$ cat src/rtl/fifo_wr_arbiter.sv
// Round-robin, packet-locking write scheduler for the 16x8 async FIFO (write_clk domain).
// Optional per-requester beat / stall statistics: define FIFO_WR_ARB_STATS_EN.
module fifo_wr_arbiter #(
  parameter int unsigned WID       = 8,
  parameter int unsigned NREQ      = 4,
  parameter int unsigned IDW       = 2,
  parameter int unsigned MAX_BURST = 16
) (
  input  logic                 write_clk,
  input  logic                 rst,
  input  logic [NREQ-1:0]      req_valid,
  input  logic [NREQ*WID-1:0]  req_data,
  input  logic [NREQ-1:0]      req_last,
  output logic [NREQ-1:0]      req_ready,
  input  logic                 fifo_full,
  output logic                 fifo_wr_en,
  output logic [WID-1:0]       fifo_wr_data,
  output logic [IDW-1:0]       grant_id,
  output logic                 busy
`ifdef FIFO_WR_ARB_STATS_EN
  ,
  output logic [NREQ*16-1:0]   stat_beats,
  output logic [15:0]          stat_stall
`endif
);

  localparam int unsigned CNT_W  = 8;
  localparam int unsigned STAT_W = 16;

  typedef enum logic {
    IDLE  = 1'b0,
    BURST = 1'b1
  } state_e;

  state_e           state_q, state_d;
  logic [IDW-1:0]   grant_q, grant_d;
  logic [IDW-1:0]   rr_ptr_q, rr_ptr_d;
  logic [CNT_W-1:0] beat_cnt_q, beat_cnt_d;

  logic             in_burst;
  logic             own_valid;
  logic             own_last;
  logic [WID-1:0]   own_data;
  logic             xfer;
  logic             release_c;
  logic             win_found;
  logic [IDW-1:0]   win_idx;

  assign in_burst  = (state_q == BURST);
  assign own_valid = req_valid[grant_q];
  assign own_last  = req_last[grant_q];
  assign own_data  = req_data[32'(grant_q) * WID +: WID];
  assign xfer      = in_burst & own_valid & ~fifo_full;
  // Grant ends on the packet's last beat or on the MAX_BURST-th beat, whichever comes first.
  assign release_c = own_last | (beat_cnt_q == CNT_W'(MAX_BURST - 1));

  // Round-robin search starting one past the previous owner.
  always_comb begin
    win_found = 1'b0;
    win_idx   = '0;
    for (int unsigned k = 1; k <= NREQ; k++) begin
      if (!win_found && req_valid[IDW'((32'(rr_ptr_q) + k) % NREQ)]) begin
        win_found = 1'b1;
        win_idx   = IDW'((32'(rr_ptr_q) + k) % NREQ);
      end
    end
  end

  always_comb begin
    state_d    = state_q;
    grant_d    = grant_q;
    rr_ptr_d   = rr_ptr_q;
    beat_cnt_d = beat_cnt_q;
    if (!in_burst) begin
      if (win_found) begin
        state_d    = BURST;
        grant_d    = win_idx;
        beat_cnt_d = '0;
      end
    end else if (xfer) begin
      if (release_c) begin
        state_d    = IDLE;
        rr_ptr_d   = grant_q;
        beat_cnt_d = '0;
      end else begin
        beat_cnt_d = beat_cnt_q + CNT_W'(1);
      end
    end
  end

  always_ff @(posedge write_clk or posedge rst) begin
    if (rst) begin
      state_q    <= IDLE;
      grant_q    <= '0;
      rr_ptr_q   <= IDW'(NREQ - 1);
      beat_cnt_q <= '0;
    end else begin
      state_q    <= state_d;
      grant_q    <= grant_d;
      rr_ptr_q   <= rr_ptr_d;
      beat_cnt_q <= beat_cnt_d;
    end
  end

  // Only the owner sees ready, and only while the FIFO has room.
  always_comb begin
    req_ready = '0;
    if (in_burst && !fifo_full) begin
      req_ready[grant_q] = 1'b1;
    end
  end

  assign fifo_wr_en   = xfer;
  assign fifo_wr_data = in_burst ? own_data : '0;
  assign grant_id     = grant_q;
  assign busy         = in_burst;

`ifdef FIFO_WR_ARB_STATS_EN
  logic [STAT_W-1:0] beats_q [NREQ];
  logic [STAT_W-1:0] stall_q;

  // Saturating counters: never wrap past all-ones.
  always_ff @(posedge write_clk or posedge rst) begin
    if (rst) begin
      for (int unsigned i = 0; i < NREQ; i++) begin
        beats_q[i] <= '0;
      end
      stall_q <= '0;
    end else begin
      if (xfer && (beats_q[grant_q] != '1)) begin
        beats_q[grant_q] <= beats_q[grant_q] + STAT_W'(1);
      end
      if (in_burst && own_valid && fifo_full && (stall_q != '1)) begin
        stall_q <= stall_q + STAT_W'(1);
      end
    end
  end

  always_comb begin
    stat_beats = '0;
    for (int unsigned i = 0; i < NREQ; i++) begin
      stat_beats[i*STAT_W +: STAT_W] = beats_q[i];
    end
  end

  assign stat_stall = stall_q;
`endif

endmodule

$ cat config.mk
export PLATFORM = sky130hd
export DESIGN_NAME = fifo_wr_arbiter
export DESIGN_NICKNAME = d
export VERILOG_FILES = /design/src/rtl/fifo_wr_arbiter.sv
export SDC_FILE = /design/constraint.sdc
export NUM_CORES = 1
export LEC_CHECK = 0
export CORE_ASPECT_RATIO = 1.25
export CORE_UTILIZATION = 42
export CTS_CLUSTER_SIZE = 25
export DETAILED_ROUTE_END_ITERATION = 10
export MAX_ROUTING_LAYER = met4
export PLACE_DENSITY = 0.9
export SLEW_MARGIN = 20
export SYNTH_ARGS = -nofsm -noshare
export SYNTH_HDL_FRONTEND = slang
export SYNTH_SLANG_ARGS = --single-unit
$ cat constraint.sdc
create_clock -name write_clk -period 3.85 [get_ports write_clk]
set_input_delay 0.385 -clock write_clk [delete_from_list [all_inputs] [get_ports write_clk]]
set_output_delay 0.385 -clock write_clk [all_outputs]
set_load 0.01 [all_outputs]
==> impl_metrics.json <==
{
  "p_leak_nw": 0.683,
  "final_layout_size_suffix_gt1_share_pct": 18.3,
  "max_slew.worst_pin.slew_ps": 771,
  "setup_slack_ps": 1080,
  "clk_pin_slew_ps": 80,
  "min_period_over_period_pct": 72.0,
  "setup_viol": 0,
  "grt_max_degree": 19,
  "fin_crit_ps": 2770,
  "finClkSkew_ps": 1.75,
  "cts_buffers": 3,
  "reg2reg_to": "beat_cnt_q[5]$_DFFE_PP0P_",
  "crit_type": "reg2out",
  "coreArea_um2": 2450,
  "ys_ff_latch": 13,
  "multi_input_area_um2": 731,
  "synth_top_cell_by_area": "dfrtp_1",
  "synth-edff-count": 0,
  "fin_nets": 209,
  "cp.depth": 3,
  "cts_root_buf": "clkbuf_4",
  "power_density_nw_per_um2": 559,
  "endpoint_kind": "output port",
  "setup_tns_ps": 0,
  "finalHoldViolCount": 0,
  "cpLargestDelayFamily": "flip-flops",
  "synth_seq_area_share_pct": 29.7,
  "die_area_um2": 2840,
  "reg2reg_depth": 4,
  "cp_cell_sequence": "mux4_2 -> and2_1 -> clkdlybuf4s50_1",
  "async_reset_ff_share_pct": 100,
  "outcome": "finished clean",
  "yosysMostFrequentCell": "dfrtp_1",
  "crit_buf_inv": 1,
  "synth.distinct_cells": 43,
  "drv_slew": 0,
  "yosys_most_used_dff": "dfrtp_1",
  "startpoint_type": "flop",
  "dr.pass1.iters": 4,
  "rrSetupSlack_ps": 1550,
  "seqCellArea_um2": 328,
  "die_w_um": 47.9,
  "rr_startpoint": "grant_id[0]$_DFFE_PP0P_",
  "stdcell_count": 197,
  "syn_area_um2": 1100,
  "synth_top_cell_area_share_pct": 24.9,
  "wl_um": 3280,
  "synth_warnings": 0,
  "synthTopCellsByCount": "dfrtp_1 (11), and2_1 (10), mux4_2 (9), inv_1 (6), mux2_2 (6)",
  "synth_cells": 106,
  "ctsHoldBuffers": 0,
  "hold_class": "in2async",
  "clock_latency_ps": 290,
  "grt_pass1_vias": 1146,
  "htreeDepth": 1,
  "final_core_util_pct": 70.8,
  "hpwl_um": 2630,
  "num_rows": 20,
  "viasPerCell": 5.81,
  "post_cts_buffers": 0,
  "cp-endpoint": "fifo_wr_data[4]",
  "critical_path_required_ps": 3460,
  "antenna_found_initial": 0,
  "peakVddDrop_mv": 0.343,
  "syn-mean-instance-area_um2": 10.4,
  "tritoncts": "yes",
  "rsz0062_at_grt": "false",
  "pin_count": 59,
  "grt_pass1_wl_um": 4950,
  "gp_congestion": 0.825,
  "worst_path_largest_cell_delay_ps": 850,
  "dp.cells": 193,
  "fmax_mhz": 361,
  "num_antenna_cells": 0,
  "synth_nets": 150,
  "die-height_um": 59.3,
  "wl_per_cell_um": 16.6,
  "crit_start": "grant_id[0]$_DFFE_PP0P_",
  "cap_violations": 0,
  "start_util_pct": 45.1,
  "cts_resized": 0,
  "vias": 1145,
  "area_growth_pct": 57.2,
  "cts_num_sinks": 13,
  "io_buffers": 58,
  "worst_path_max_delay_cell": "dfrtp_1",
  "drc_errors": 0,
  "grt_use_total_pct": 25.6,
  "drt_iter0_markers": 16,
  "relSlewSlack_pct": 48.6,
  "crit_fanout": 18,
  "fill_cells": 196,
  "cp.arrival_ps": 2390,
  "hold_slack_ps": 413,
  "synth.area.top_cells": "dfrtp_1 (25%), mux4_2 (18%), mux2_2 (6.1%)",
  "overflow": 0,
  "antenna_left": 0,
  "place_ws_ps": 1380,
  "clk_path_buf_depth": 2
}
==> worst min-delay path by stage <==
stage / from / endpoint / slack [ps] / depth (start not counted)
3_5_place_dp: beat_cnt_q[1]$_DFFE_PP0P_ / beat_cnt_q[1]$_DFFE_PP0P_ / 570 / 1
6_report: rst / beat_cnt_q[1]$_DFFE_PP0P_ / 410 / 2
4_1_cts: rst / beat_cnt_q[4]$_DFFE_PP0P_ / 420 / 2
5_1_grt: rst / beat_cnt_q[1]$_DFFE_PP0P_ / 470 / 2
3_3_place_gp: beat_cnt_q[1]$_DFFE_PP0P_ / beat_cnt_q[1]$_DFFE_PP0P_ / 550 / 1
2_1_floorplan: rst / beat_cnt_q[0]$_DFFE_PP0P_ / 260 / 1
==> cells in the final DEF (no fill, tap or decap), types with 2 or more instances in the layout <==
master / n
nor2b_1: 3
nand3_1: 3
and2_1: 10
a21o_2: 3
o32ai_1: 2
nand2_1: 5
clkbuf_4: 3
dfrtp_1: 11
clkdlybuf4s50_1: 58
mux4_2: 9
dfstp_2: 2
nor2_1: 4
a22o_1: 5
or2_2: 2
or3_1: 2
inv_1: 6
mux2_2: 6
a21oi_1: 2
o21a_1: 2
nor3_1: 3
==> layer usage <==
metal	share of wire [%]	wire length (um)	global-route usage, %
met1	33	1080	24.1
met2	50	1650	44.0
met3	13	439	7.01
met4	3.0	99	14.7
met5	0	0	-
==> flip-flops by register name, indices dropped and copies added, names as in the netlist <==
name        flops
grant_id        2
beat_cnt_q      8
busy            1
rr_ptr_q        2
==> through the flow <==
step	total power, mW	area [um2]
2_1_floorplan	0.630	1100
3_3_place_gp	0.861	1710
3_5_place_dp	0.886	1710
4_1_cts	0.975	1740
5_1_grt	1.04	1740
6_report	0.971	1740
==> worst reg2reg max path, stage by stage (launching register included) <==
cell	delay, ps
dfrtp_1	850
mux4_2	660
a211oi_1	410
a21o_2	200
a22o_1	120
==> kinds of logic (layout without fill, tap and decap cells) <==
logic type,after synthesis,count (layout),share of synthesized area [%]
fa+ha+maj,1,1,1.13
buf+inv,11,69,4.19
simple gates,39,39,21.0
compound gates,27,27,19.6
mux,15,15,24.5
flops,13,13,29.7
==> final cells by class <==
cell class	count	share of cell area [%]
Sequential cell	13	18.9
Clock buffer	4	1.51
Timing Repair Buffer	59	33.9
Multi-Input combinational cell	82	42.1
Tap cell	33	2.38
Inverter	6	1.30
==> where the power goes <==
group,leakage [nW],switching (mW),internal (mW)
combinational,0.505,0.224,0.385
clock,0.0150,0.0496,0.0404
sequential,0.163,0.0928,0.179
total,0.683,0.367,0.604
(Power assumes the default switching activity.)
